$ cat src/rtl/ca_gen_ctrl_if.sv
// ca_gen_ctrl_if
// Frame-buffer row port shared between the display reader and the
// generation engine. One row word moves per access.
//   mem_addr   row address presented to the frame buffer
//   mem_we     write strobe for the row at mem_addr
//   mem_wdata  row word to be written
//   mem_rdata  row word read back, valid one cycle after the address
// The master modport belongs to ca_gen_ctrl. The slave modport belongs
// to the frame buffer.
interface ca_gen_ctrl_if #(
   parameter int COLS = 80,
   parameter int AW   = 6
);
   logic [AW-1:0]   mem_addr;
   logic            mem_we;
   logic [COLS-1:0] mem_wdata;
   logic [COLS-1:0] mem_rdata;

   modport master (
      output mem_addr,
      output mem_we,
      output mem_wdata,
      input  mem_rdata
   );

   modport slave (
      input  mem_addr,
      input  mem_we,
      input  mem_wdata,
      output mem_rdata
   );
endinterface

$ cat src/rtl/ca_gen_ctrl.sv
// ca_gen_ctrl
// Generation controller and port arbiter for the cellular-automaton frame
// buffer. The block shares the single frame-buffer port between the display
// reader and its own update engine.
//
// On an accepted step, the engine does the following:
//   1. Reads the newest row.
//   2. Applies the latched Wolfram rule, with the columns wrapping round.
//   3. Overwrites the oldest row.
//   4. Advances the circular top-row pointer, so the display scrolls by one row.
//
// Ports:
//   clk, rst     system clock, synchronous active-high reset
//   enable       allows step to be accepted
//   step         one-cycle request to compute one generation
//   rule         Wolfram rule number, latched when step is accepted
//   disp_req     display wants the port this cycle (absolute priority)
//   disp_row     logical screen row, 0 = top of screen
//   mem          frame-buffer port (ca_gen_ctrl_if master)
//   busy         high while an update is in progress
//   top_row      physical row shown at screen row 0
//   gen_count    generations written, wraps at 2^16
module ca_gen_ctrl #(
   parameter int ROWS = 60,
   parameter int COLS = 80,
   parameter int AW   = 6
) (
   input  logic          clk,
   input  logic          rst,
   input  logic          enable,
   input  logic          step,
   input  logic [7:0]    rule,
   input  logic          disp_req,
   input  logic [AW-1:0] disp_row,
   ca_gen_ctrl_if.master mem,
   output logic          busy,
   output logic [AW-1:0] top_row,
   output logic [15:0]   gen_count
);

   localparam logic [1:0] IDLE = 2'd0;
   localparam logic [1:0] RD   = 2'd1;
   localparam logic [1:0] CAP  = 2'd2;
   localparam logic [1:0] WR   = 2'd3;

   localparam logic [AW:0]   ROWS_EXT = (AW+1)'(ROWS);
   localparam logic [AW-1:0] LAST_ROW = AW'(ROWS-1);

   logic [1:0]      state_q, state_d;
   logic [AW-1:0]   topRow_q, topRow_d;
   logic [15:0]     genCount_q, genCount_d;
   logic [7:0]      rule_q, rule_d;
   logic [COLS-1:0] wdata_q, wdata_d;

   logic [AW:0]     physSum;
   logic [AW-1:0]   physAddr;
   logic [AW-1:0]   newestRow;
   logic [COLS+1:0] wrapRow;
   logic [COLS-1:0] nextRow;

   // Map the logical display row onto the circular buffer. disp_row is
   // always below ROWS, so one conditional subtract replaces the modulo.
   always_comb begin
      physSum  = {1'b0, topRow_q} + {1'b0, disp_row};
      physAddr = physSum[AW-1:0];
      if (physSum >= ROWS_EXT) begin
         physAddr = AW'(physSum - ROWS_EXT);
      end
   end

   // The newest generation sits just above the top row, circularly.
   assign newestRow = (topRow_q == '0) ? LAST_ROW : topRow_q - AW'(1);

   // Pad the row with its wrapped neighbours. Bit 0 gets column COLS-1 to
   // its right, and bit COLS-1 gets column 0 to its left. A 3-bit window
   // at position i is then {left, centre, right} for column i.
   assign wrapRow = {mem.mem_rdata[0], mem.mem_rdata, mem.mem_rdata[COLS-1]};

   // Apply the Wolfram rule to every column of the row just read.
   always_comb begin
      nextRow = '0;
      for (int i = 0; i < COLS; i++) begin
         nextRow[i] = rule_q[wrapRow[i +: 3]];
      end
   end

   // Port arbitration. The display always wins. The engine drives the
   // address only in the RD and WR cycles. The write strobe is masked by
   // reset, so an aborted update never reaches the frame buffer.
   always_comb begin
      mem.mem_addr = physAddr;
      if (!disp_req) begin
         case (state_q)
            RD:      mem.mem_addr = newestRow;
            WR:      mem.mem_addr = topRow_q;
            default: mem.mem_addr = physAddr;
         endcase
      end
   end

   assign mem.mem_we    = (state_q == WR) && !disp_req && !rst;
   assign mem.mem_wdata = wdata_q;
   assign busy          = (state_q != IDLE);
   assign top_row       = topRow_q;
   assign gen_count     = genCount_q;

   // Update sequencing. RD and WR wait for a cycle in which the display is
   // not using the port. CAP never waits, because the read data is only
   // valid in the cycle straight after RD. Steps that arrive while busy
   // are dropped, not queued.
   always_comb begin
      state_d    = state_q;
      topRow_d   = topRow_q;
      genCount_d = genCount_q;
      rule_d     = rule_q;
      wdata_d    = wdata_q;
      case (state_q)
         IDLE: begin
            if (step && enable) begin
               rule_d  = rule;
               state_d = RD;
            end
         end
         RD: begin
            if (!disp_req) begin
               state_d = CAP;
            end
         end
         CAP: begin
            wdata_d = nextRow;
            state_d = WR;
         end
         WR: begin
            if (!disp_req) begin
               topRow_d   = (topRow_q == LAST_ROW) ? '0 : topRow_q + AW'(1);
               genCount_d = genCount_q + 16'd1;
               state_d    = IDLE;
            end
         end
         default: state_d = IDLE;
      endcase
   end

   // State registers with synchronous reset.
   always_ff @(posedge clk) begin
      if (rst) begin
         state_q    <= IDLE;
         topRow_q   <= '0;
         genCount_q <= '0;
         rule_q     <= '0;
         wdata_q    <= '0;
      end else begin
         state_q    <= state_d;
         topRow_q   <= topRow_d;
         genCount_q <= genCount_d;
         rule_q     <= rule_d;
         wdata_q    <= wdata_d;
      end
   end

endmodule

$ cat src/flat_wrapper.sv
// flat-port wrapper written by rule: the top's interface ports become plain ports
module ca_gen_ctrl_flat 
#(
   parameter int ROWS = 60,
   parameter int COLS = 80,
   parameter int AW   = 6
)
  (clk, rst, enable, step, rule, disp_req, disp_row, busy, top_row, gen_count, mem_mem_addr, mem_mem_we, mem_mem_wdata, mem_mem_rdata);
  ca_gen_ctrl_if #(.COLS(COLS), .AW(AW)) mem_i ();
  input  logic clk;
  input  logic rst;
  input  logic enable;
  input  logic step;
  input  logic [7:0] rule;
  input  logic disp_req;
  input  logic [AW-1:0] disp_row;
  output logic busy;
  output logic [AW-1:0] top_row;
  output logic [15:0] gen_count;
  output wire logic [$bits(mem_i.mem_addr)-1:0] mem_mem_addr;
  output wire logic [$bits(mem_i.mem_we)-1:0] mem_mem_we;
  output wire logic [$bits(mem_i.mem_wdata)-1:0] mem_mem_wdata;
  input wire logic [$bits(mem_i.mem_rdata)-1:0] mem_mem_rdata;
  assign mem_mem_addr = mem_i.mem_addr;
  assign mem_mem_we = mem_i.mem_we;
  assign mem_mem_wdata = mem_i.mem_wdata;
  assign mem_i.mem_rdata = mem_mem_rdata;
  ca_gen_ctrl #(.ROWS(ROWS), .COLS(COLS), .AW(AW)) u_core (.clk(clk), .rst(rst), .enable(enable), .step(step), .rule(rule), .disp_req(disp_req), .disp_row(disp_row), .mem(mem_i), .busy(busy), .top_row(top_row), .gen_count(gen_count));
endmodule
$ cat config.mk
export PLATFORM = sky130hd
export DESIGN_NAME = ca_gen_ctrl_flat
export DESIGN_NICKNAME = d
export VERILOG_FILES = /design/src/rtl/ca_gen_ctrl_if.sv /design/src/rtl/ca_gen_ctrl.sv /design/src/flat_wrapper.sv
export SDC_FILE = /design/constraint.sdc
export NUM_CORES = 1
export LEC_CHECK = 0
export CAP_MARGIN = 10
export CORE_MARGIN = 4
export CORE_UTILIZATION = 30
export DETAILED_ROUTE_END_ITERATION = 10
export PLACE_DENSITY = 0.57
export SLEW_MARGIN = 20
export SYNTH_ARGS = -nofsm -noshare
export SYNTH_HDL_FRONTEND = slang
export SYNTH_SLANG_ARGS = --single-unit
$ cat constraint.sdc
create_clock -name clk -period 5.6 [get_ports clk]
set_input_delay 0.56 -clock clk [delete_from_list [all_inputs] [get_ports clk]]
set_output_delay 0.56 -clock clk [all_outputs]
set_load 0.05 [all_outputs]
; ---- Yosys cells after proc, flatten, opt, wreduce, memory -nomap -nowiden
; Cells that the tools add are included.
[classes]
addsub = 5
n_mul = 0
n_div = 0
n_lt_le_gt_ge = 81
n_eq_ne = 7
n_shift = 0
muxes = 169
bitwise_logic = 1
reduce_logical = 11
[op_table]
columns = cell, n
row1 = "3-bit by 4-bit < comparator with 1-bit output, second input constant", 80
row2 = 1-bit binary-select mux with 3-bit select, 80
row3 = 1-bit two-way mux, 80
row4 = 6-bit two-way mux, 4
row5 = "16-bit by 1-bit adder with 16-bit output, second input constant", 1
row6 = 6-bit case mux with 2 select lines, 1
row7 = 2-bit case mux with 4 select lines, 1
row8 = 6-bit by 6-bit adder with 7-bit output, 1
row9 = "7-bit by 6-bit >= comparator with 1-bit output, second input constant", 1
row10 = "6-bit by 1-bit adder with 6-bit output, second input constant", 1
row11 = "6-bit == test, second input constant", 1
row12 = 6-bit logical NOT, 1
row13 = 2-bit two-way mux, 3
row14 = "6-bit by 1-bit subtractor with 6-bit output, second input constant", 1
row15 = "6-bit subtractor, second input constant", 1
row16 = "2-bit == test, second input constant", 2
row17 = "2-bit inequality test, second input constant", 2
row18 = 2-bit AND reduction, 2
row19 = 1-bit logical AND, 3
row20 = 3-bit AND reduction, 1
row21 = "2-bit by 1-bit == test with 1-bit output, second input constant", 1
row22 = 1-bit logical NOT, 2
row23 = 2-bit logical NOT, 1
row24 = "2-bit by 1-bit inequality test with 1-bit output, second input constant", 1
row25 = 2 further kinds, 2
[word_totals]
reg_bits = 112
latch_bits = 0
ram_bits = 0
rom_bits = 0
in_bits = 99
output_inout_bits = 110
word_cells = 279
memories = 0

; ---- Depth between registers and ports, before layout
; Gate-level depths: netlist of run 1.
[logic_depth]
ltp_word = 5
mapped_depth = 10
depth_no_buf = 10

; ---- Worst setup path before layout of run 1
; No wires, ideal clock.
[synth_timing]
path_type = register to output
start = register u_core.topRow_q[0] (netlist: u_core.top_row[0])
end = output port mem_mem_addr[2]
arrival_time_ns = 3.286
t_required_ns = 5.040
path_slack_ns = 1.754
path_stages_with_launch = 11
n_path_buf = 0
cell_sequence = dfxtp_1 ha_1 inv_1 fa_1 xnor2_1 ha_1 nand3b_1 o21ai_2 a31oi_1 xor2_1 o221ai_1
[synth_between]
elab_chain_len = 5
word_cells_on_any_way = 9
cone_classes = 3 x add/sub / 1 x order compare / 4 x mux / 1 x reduce/logical
[synth_rtl]
columns = item, line_no
row1 = from (decl), ca_gen_ctrl.sv:50  ; logic [AW-1:0] topRow_q, topRow_d;
row2 = from (signal assigned), ca_gen_ctrl.sv:154  ; topRow_q <= topRow_d;
row3 = 6-bit by 6-bit adder with 7-bit output, ca_gen_ctrl.sv:64  ; physSum = {1'b0, topRow_q} + {1'b0, disp_row};
row4 = 6-bit subtractor / 7-bit by 6-bit >= comparator with 1-bit output (equally long branches), "ca_gen_ctrl.sv:67, ca_gen_ctrl.sv:66"
row5 = 6-bit two-way mux, ca_gen_ctrl.sv:66  ; if (physSum >= ROWS_EXT) begin
row6 = 6-bit case mux with 2 select lines, ca_gen_ctrl.sv:93  ; case (state_q)
row7 = 6-bit two-way mux (*), ca_gen_ctrl.sv:92  ; if (!disp_req) begin
row8 = to (decl), flat_wrapper.sv:20  ; output wire logic [$bits(mem_i.mem_addr)-1:0] mem_mem_addr;
; Every way passes the cells marked *; elsewhere a longest branch is shown, timed or not.

; ---- Worst setup path in the final report of run 1
[layout_timing]
start = input port disp_row[0]
end = output port mem_mem_addr[2]
[layout_between]
elab_chain_len = 5
word_cells_on_any_way = 6
cone_classes = 2 x add/sub / 1 x order compare / 3 x mux
[layout_rtl]
columns = item, line_no
row1 = from (decl), flat_wrapper.sv:16  ; input logic [AW-1:0] disp_row;
row2 = 6-bit by 6-bit adder with 7-bit output (*), ca_gen_ctrl.sv:64
row3 = 6-bit subtractor / 7-bit by 6-bit >= comparator with 1-bit output (equally long branches), "ca_gen_ctrl.sv:67, ca_gen_ctrl.sv:66"
row4 = 6-bit two-way mux (*), ca_gen_ctrl.sv:66
row5 = 6-bit case mux with 2 select lines, ca_gen_ctrl.sv:93
row6 = 6-bit two-way mux (*), ca_gen_ctrl.sv:92
; Marks and branches as above.

==> results.md, run 1 <==
* DRT iter0 DRCs at 532
* Vias per cell at 5.61
* Pwr per Cell Area at 308 nW/um^2
* Ports at 209
* Post-Route Skew at 0.00920 ns
* CTS Sinks at 112
* Slew Limit Fails at 0
* ANT cells at 0
* Post-cts resize count at 0
* Critical Path, Cell by Cell: clkdlybuf4s50_1 -> ha_1 -> inv_1 -> fa_1 -> xnor2_1 -> ha_1 -> nand3b_1 -> o21ai_2 -> a31oi_1 -> xor2_1 -> o221ai_1 -> clkdlybuf4s50_1
* CTS tree: yes
* Worst path required time at 5.04 ns
* Slowest stage delay, CP at 0.84 ns
* Initial core utilization at 30.7%
* Drt drc at 0
* Worst slew pin tran at 0.916 ns
* Post-CTS Hold Buffers at 0
* Post-DR wirelength/cell at 21.1 um
* Distinct cell type count after synthesis at 47
* Vias at 7,524
* Die Y at 185 um
* RSZ-0062 raised after global routing: false
* Fin Setup TNS at 0 ns
* Postcts setup bufs at 0
* Outcome: complete, no violations
* CTS buffer count at 9
* Post-synthesis sequential area ratio at 23.7%
* RePlAce Congestion at 0.821
* Peak Freq at 228 MHz
* Mean Syn Cell Area at 11.1 um^2
* Max_slew headroom at 39.0%
* EDFF count, synth at 0
* Maxcap violations at 0
* Congestion Overflow GR at 0
* Vias in the first global route at 7,379
* Fillers at 2,990
* First-pass GRT wire length at 44.0 mm
* Mapped Cells at 853
* Crit path arrival time at 3.83 ns
* CTS Root Cell: clkbuf_16
* GR Util All Layers at 16.2%
* FF+latch count, synth at 112
* Max FO, Critical Path at 4
* Hold WC Path Type: flip-flop to flip-flop
* Clock transition at the registers of the reported paths at 0.07 ns
* Ranking of synthesized cells by area: mux4_2 (38%), dfxtp_1 (24%), mux2i_1 (9.6%)
* Area Overhead vs Synth at 25.9%
* CP max stage cell: clkdlybuf4s50_1
* Clock buffer depth at 2
* Final HPWL DP at 18.4 mm
* DR pass1 iterations at 4
* Share of the synthesized area in the top cell type at 38.1%
* PortBufs at 208
* Final setup violation count at 0
* Crit end category: output port
* Final nets at 1,054
* WS Path Type: input port to output port
* Final Hold Viols at 0
* Htree depth at 3
* DIE AREA at 34,400 um^2
* Die width at 185 um
* Most frequent cells in the layout: clkdlybuf4s50_1 (207), mux4_2 (160), nor2_1 (117)
* Synth area leader: mux4_2
* Most common cell after layout, fill and taps aside: clkdlybuf4s50_1
* Final Cycle Share at 78.4%
* Synth Cell Area at 9450 um^2
* Utilization after layout at 38.6%
* Drt total wl at 28.2 mm
* Crit path time final at 4.39 ns
* Largest net degree at the start of global routing at 98
* Layout cell share with drive strength beyond 1 at 23.7%
* Main flop type after synthesis: dfxtp_1
* Core Box Area at 30,800 um^2
* Synth Net Count at 968
* CP startpoint kind: input port
* Initial antenna violation count at 3
* Async S/R FF share, synth at 0%
* Leakage at 4.03 nW
* # rows at 64
* Skew-Pair Late Insertion Delay at 0.37 ns
* Worst VDD drop at 0.194 mV
* Post-route ant nets at 0
* Yosys warns at 0
-- routing by layer --
layer  track usage [%]  wire [um]
met5                 0         47
met2              25.3      13400
met4              3.11        253
met1              22.9      12600
met3              4.28       1970
-- where the power goes --
part | internal, W | total [W] | switching, W
Combinational | 0.000777 | 0.00190 | 0.00113
Clock | 0.000348 | 0.000687 | 0.000339
Sequential | 0.000948 | 0.00108 | 0.000127
-- cell usage after synthesis (2+ instances only) --
cell type and n:
o221ai_1 2, nor3_1 4, nand4_1 7, a21oi_1 12, o21ai_1 2, mux4_2 160, nor2b_1 4, o21ai_0 11
mux2i_1 91, o21a_1 2, a211oi_1 58, nand3_1 9, inv_1 9, and3_1 2, or3_1 3, mux2_2 21
nor2_1 117, dfxtp_1 112, nand2b_1 3, buf_2 3, a21o_1 2, xnor2_1 6, o41ai_1 2, xor2_1 13
o22ai_1 2, nand2_1 20, ha_1 15, clkbuf_1 142
-- cell families after synthesis --
| group | count (synthesis) | share of synthesized area [%] |
|---|---|---|
| AOI/OAI and AO/OA | 102 | 7.60 |
| and+or+nand+nor | 177 | 8.17 |
| adders and majority gates | 16 | 2.20 |
| buffers and inverters | 154 | 6.16 |
| xor gates and xnor gates | 19 | 1.76 |
| DFF | 112 | 23.7 |
| muxes | 273 | 50.4 |
-- worst max-delay path: cells and delay by family --
kind / cells / cell delay, ns
buf+inv: 3 / 1.36
fa+ha+maj: 3 / 0.85
xor+xnor: 2 / 0.54
compound gates: 3 / 0.42
simple gates: 1 / 0.10
-- path summary, 6_finish.rpt --
path	startpoint	endpoint	slack, ns	depth (start not counted)
worst max register to register	u_core.rule_q[0]	u_core.mem.mem_wdata[32]	3.42	4
worst min register to register	u_core.mem.mem_wdata[17]	u_core.mem.mem_wdata[17]	0.48	2
worst max-delay path	disp_row[0]	mem_mem_addr[2]	1.21	12
worst min-delay path	u_core.mem.mem_wdata[17]	u_core.mem.mem_wdata[17]	0.48	2
-- state kept, by name, summed over array words and instances, names as in the netlist --
signal                count
u_core.mem.mem_wdata     80
u_core.state_q            2
u_core.top_row            6
u_core.gen_count         16
u_core.rule_q             8
-- metrics by stage --
stage / hold WS (ns) / std cells / setup slack [ns] / total power [W] / area (um^2)
2_1_floorplan: 0.508 / 853 / 1.75 / 0.00241 / 9450
3_3_place_gp: 0.474 / 1323 / 1.28 / 0.00299 / 11600
3_5_place_dp: 0.478 / 1323 / 1.26 / 0.00301 / 11600
4_1_cts: 0.489 / 1339 / 1.26 / 0.00371 / 11900
5_1_grt: 0.503 / 1340 / 1.00 / 0.00387 / 11900
6_report: 0.484 / 1340 / 1.21 / 0.00366 / 11900
-- cell type report --
class	instances	area, um^2	area share (%)
Multi-Input combinational cell	587	6640	55.8
Tap cell	396	495	4.16
Clock inverter	7	70.1	0.589
Clock buffer	9	225	1.89
Timing Repair Buffer	220	2180	18.3
Sequential cell	112	2250	18.9
Inverter	9	33.8	0.284
Note: power is estimated with default switching activity, not from simulation.
==> run 2, diff against run 1 <==
- PLACE_DENSITY: 0.57 -> 0.59
- clock period: 5.6 -> 3.7 ns (I/O delays scaled with it)
==> results.md, run 2 (synthesized netlist as in run 1, its figures left out) <==
* Outcome: complete, no violations
* Crit path time final at 3.49 ns
* Post-route insts no fill at 1,344
* Post-route ant nets at 0
* Drt drc at 0
* Worst VDD drop at 0.303 mV
* Drt total wl at 28.2 mm
* DRT iter0 DRCs at 582
* Layout cell share with drive strength beyond 1 at 24.7%
* RePlAce Congestion at 0.842
* PortBufs at 208
* DP Cell Count at 1,328
* Initial antenna violation count at 2
* Area after DPL at 11,600 um^2
* Vias at 7,506
* First-pass GRT wire length at 44.0 mm
* Pwr per Cell Area at 468 nW/um^2
* DIE AREA at 34,400 um^2
* CTS tree: yes
* Die width at 185 um
* Clock buffer depth at 2
* Max reg flops at 80
* Final setup violation count at 0
* Area Overhead vs Synth at 26.6%
* Sw Pwr at 0.00243 W
* Congestion Overflow GR at 0
* Largest net degree at the start of global routing at 71
* Setup crit start: disp_row[1]
* Final Hold Viols at 0
* Worst slew pin tran at 1.08 ns
* Fin Setup TNS at 0 ns
* Clock transition at the registers of the reported paths at 0.08 ns
* Peak Freq at 286 MHz
* R2R setup slack at 1.39 ns
* CP startpoint kind: input port
* Postcts setup bufs at 0
* Skew-Pair Late Insertion Delay at 0.36 ns
* Fin area at 12,000 um^2
* Clk pwr share at 19.1%
* Crit end category: output port
* Ports at 209
* DR pass1 iterations at 4
* Initial core utilization at 30.7%
* Combinational group share of total power at 50.3%
* Post-DR wirelength/cell at 21.0 um
* GR Util All Layers at 16.0%
* Post-Route Skew at 0.0130 ns
* CTS Root Cell: clkbuf_16
* Final Cycle Share at 94.4%
* WS Path Type: input port to output port
* CTS Sinks at 112
* Capturing point of the worst reg2reg path: u_core.gen_count[15]
* Die Y at 185 um
* Slew Limit Fails at 0
* Sequential Power Share at 30.6%
* Max_slew headroom at 28.0%
* Post-CTS Hold Buffers at 0
* Hold path start: rst
* Hold WC Path Type: input port to flip-flop
* R2R Path Start: u_core.state_q[1]
* Post-cts resize count at 0
* ANT cells at 0
* Crit path arrival time at 3.12 ns
* Vias in the first global route at 7,279
* Htree depth at 3
* Final HPWL DP at 19.0 mm
* # rows at 64
* Most common cell after layout, fill and taps aside: clkdlybuf4s50_1
* Maxcap violations at 0
* Final nets at 1,058
* Critical Path End: mem_mem_addr[2]
* Most frequent cells in the layout: clkdlybuf4s50_1 (203), mux4_2 (160), nor2_1 (117)
* CTS buffer count at 9
* Pint at 0.00317 W
* RSZ-0062 raised after global routing: false
* Leakage at 4.07 nW
* Core Box Area at 30,800 um^2
* Worst path required time at 3.33 ns
* Max FO, Critical Path at 5
* Sw Ratio at 43.5%
* Vias per cell at 5.58
* Worst reg2reg path depth at 8
==> run 2: changes by cell type in the layout (fill, tap and decap cells not counted), moves of 2 or more <==
cell             delta
buf_12              +2
clkdlybuf4s50_1     -4
dfxtp_1             -2
clkinv_2            -3
buf_4               +6
==> run 2: power by group through the flow <==
stage                     clock (W)  combinational (W)  sequential [W]
after floorplan                   0            0.00137         0.00229
after global placement            0            0.00282         0.00174
after detailed placement          0            0.00284         0.00174
after CTS                   0.00111            0.00285         0.00172
after global routing        0.00116            0.00300         0.00175
final                       0.00107            0.00282         0.00171
==> run 2: how the worst min path moves through the flow <==
| stage | to | slack [ns] | cells past startpoint |
|---|---|---|---|
| floorplan | u_core.state_q[0] | 0.51 | 2 |
| global placement | u_core.mem.mem_wdata[23] | 0.47 | 2 |
| detailed placement | u_core.mem.mem_wdata[39] | 0.48 | 2 |
| CTS | u_core.rule_q[1] | 0.44 | 2 |
| global route | u_core.state_q[1] | 0.45 | 2 |
| finish | u_core.rule_q[1] | 0.45 | 2 |
==> run 2: per-layer routing <==
| layer | vias to the layer above | routed length, um | track usage (%) |
|---|---|---|---|
| met5 | - | 27 | 0 |
| met1 | 3796 | 13000 | 24.1 |
| met3 | 10 | 1760 | 3.09 |
| met4 | 4 | 153 | 2.29 |
| li1 | 3446 | - | - |
| met2 | 250 | 13300 | 24.7 |
==> run 2: metrics by stage <==
stage               power, W  utilization, %  hold WS [ns]  worst slack (ns)
CTS                  0.00568            38.8         0.435             0.107
global placement     0.00456            37.8         0.473             0.310
detailed placement   0.00459            37.8         0.478             0.231
floorplan            0.00366               -         0.508            0.0439
global route         0.00591            38.8         0.450            0.0320
finish               0.00560            38.8         0.448             0.209
==> run 2: area by class of cell <==
cell class                 instances  area [um^2]
fill                            2967        18900
inverter                           9         33.8
tap                              396          495
multi-input combinational        587         6650
timing repair buffer             224         2230
clock buffer                      10          229
sequential                       112         2260
clock inverter                     6         75.1
==> run 2: worst max-delay path, cell delays in order <==
cell and delay [ns]:
clkdlybuf4s50_1 0.43, ha_1 0.32, a211oi_2 0.39, o21ba_2 0.23, nor2_1 0.07, ha_1 0.23, nand3b_1 0.10, o21ai_2 0.07
a31oi_1 0.31, xor2_1 0.13, o221ai_1 0.30, buf_12 0.18
==> run 3, diff against run 2 <==
- CORE_MARGIN: 4 -> 2
==> results.md, run 3 (synthesized netlist as in run 1, its figures left out) <==
* Drt drc at 0
* Max reg flops at 80
* Worst slew pin tran at 1.06 ns
* # rows at 64
* Critical Path End: mem_mem_addr[2]
* Crit path arrival time at 3.08 ns
* Sw Pwr at 0.00242 W
* R2R setup slack at 1.49 ns
* Post-CTS Hold Buffers at 0
* Crit end category: output port
* Layout cell share with drive strength beyond 1 at 24.9%
* Area occupied by multi-input gates at 6650 um^2
* Worst path required time at 3.33 ns
* R2R Path Start: u_core.state_q[1]
* Congestion Overflow GR at 0
* Pint at 0.00320 W
* CTS tree: yes
* Setup crit start: disp_row[1]
* Pwr per Cell Area at 469 nW/um^2
* Post-DR wirelength/cell at 21.0 um
* Crit path time final at 3.45 ns
* Final Cycle Share at 93.2%
* CTS buffer count at 9
* Peak Freq at 290 MHz
* Clock transition at the registers of the reported paths at 0.08 ns
* CTS Root Cell: clkbuf_16
* First-pass GRT wire length at 44.7 mm
* CP startpoint kind: input port
* DR pass1 iterations at 5
* Drt total wl at 28.3 mm
* Vias per cell at 5.60
* Sw Ratio at 43.1%
* Ports at 209
* DIE AREA at 32,900 um^2
* Core Box Area at 30,800 um^2
* Most frequent cells in the layout: clkdlybuf4s50_1 (203), mux4_2 (160), nor2_1 (117)
* PortBufs at 208
* Worst reg2reg path depth at 8
* Skew-Pair Late Insertion Delay at 0.39 ns
* Combinational group share of total power at 50.5%
* Die Y at 181 um
* ANT cells at 0
* Capturing point of the worst reg2reg path: u_core.gen_count[15]
* Sequential cell area at 2250 um^2
* Initial antenna violation count at 1
* Clock buffer depth at 2
* Hold WC Path Type: input port to flip-flop
* Initial core utilization at 30.7%
* Final nets at 1,059
* Vias at 7,533
* Worst hold margin at 0.429 ns
* DRT iter0 DRCs at 459
* GR Util All Layers at 17.3%
* Outcome: complete, no violations
* Clk pwr share at 19.4%
* Final setup violation count at 0
* Sequential Power Share at 30.2%
* Vias in the first global route at 7,479
* RSZ-0062 raised after global routing: false
* Htree depth at 3
* Final Hold Viols at 0
* Most common cell after layout, fill and taps aside: clkdlybuf4s50_1
* Post-cts resize count at 0
* Postcts setup bufs at 0
* CTS Sinks at 112
* Max FO, Critical Path at 5
* Final HPWL DP at 18.8 mm
* RePlAce Congestion at 0.871
* Post-Route Skew at 0.0137 ns
* Fillers at 2,989
* Area Overhead vs Synth at 26.8%
* Post-route ant nets at 0
* Largest net degree at the start of global routing at 68
* Maxcap violations at 0
* Slew Limit Fails at 0
* Fin Setup TNS at 0 ns
* Die width at 181 um
* Worst VDD drop at 0.288 mV
* WS Path Type: input port to output port
* Leakage at 4.08 nW
* Max_slew headroom at 29.7%
run 3: changes by cell type in the layout (fill, tap and decap cells not counted), sizes merged:
cell      delta
clkbuf       +1
clkinv       -1
buf          +1
clkinvlp     +1
inv          -1
run 3: worst min-delay path by stage:
| stage | startpoint | endpoint | slack (ns) | depth (start not counted) |
|---|---|---|---|---|
| detailed placement | u_core.mem.mem_wdata[72] | u_core.mem.mem_wdata[72] | 0.48 | 2 |
| finish | rst | u_core.rule_q[0] | 0.43 | 2 |
| global placement | u_core.mem.mem_wdata[2] | u_core.mem.mem_wdata[2] | 0.48 | 2 |
| CTS | rst | u_core.rule_q[4] | 0.42 | 2 |
| global route | rst | u_core.rule_q[0] | 0.45 | 2 |
| floorplan | u_core.state_q[0] | u_core.state_q[0] | 0.51 | 2 |
run 3: power by group through the flow:
stage,logic [W],clock network (W),registers (W)
4_1_cts,0.00286,0.00113,0.00170
2_1_floorplan,0.00137,0,0.00229
6_report,0.00284,0.00109,0.00169
5_1_grt,0.00302,0.00118,0.00174
3_3_place_gp,0.00283,0,0.00172
3_5_place_dp,0.00286,0,0.00172
run 3: critical path, cell delays in order:
cell             delay [ns]
clkdlybuf4s50_1        0.42
ha_1                   0.31
a211oi_2               0.36
o21ba_2                0.23
nor2_1                 0.07
ha_1                   0.24
nand3b_1               0.10
o21ai_2                0.07
a31oi_1                0.31
xor2_1                 0.12
o221ai_1               0.29
buf_12                 0.18
run 3: metal layers:
metal	share of wire, %	routed length, um	GRT usage, %
met1	45	12700	24.0
met2	47	13200	26.9
met4	1.8	522	5.53
met3	6.6	1880	3.75
met5	0.057	16	0
run 3: through the flow:
step	cells	total power (W)	setup WS [ns]	area [um^2]	util [%]
floorplan	853	0.00366	0.0439	9450	-
global placement	1329	0.00455	0.309	11700	37.8
detailed placement	1329	0.00458	0.245	11700	37.8
CTS	1345	0.00570	0.0973	12000	38.8
global route	1345	0.00593	0.0587	12000	38.9
finish	1345	0.00562	0.250	12000	38.9
run 3: cell type report:
class	instances	area share, %
clock buffer	11	2.11
sequential	112	18.8
multi-input combinational	587	55.5
clock inverter	5	0.522
timing repair buffer	225	18.7
tap	396	4.14
inverter	9	0.282
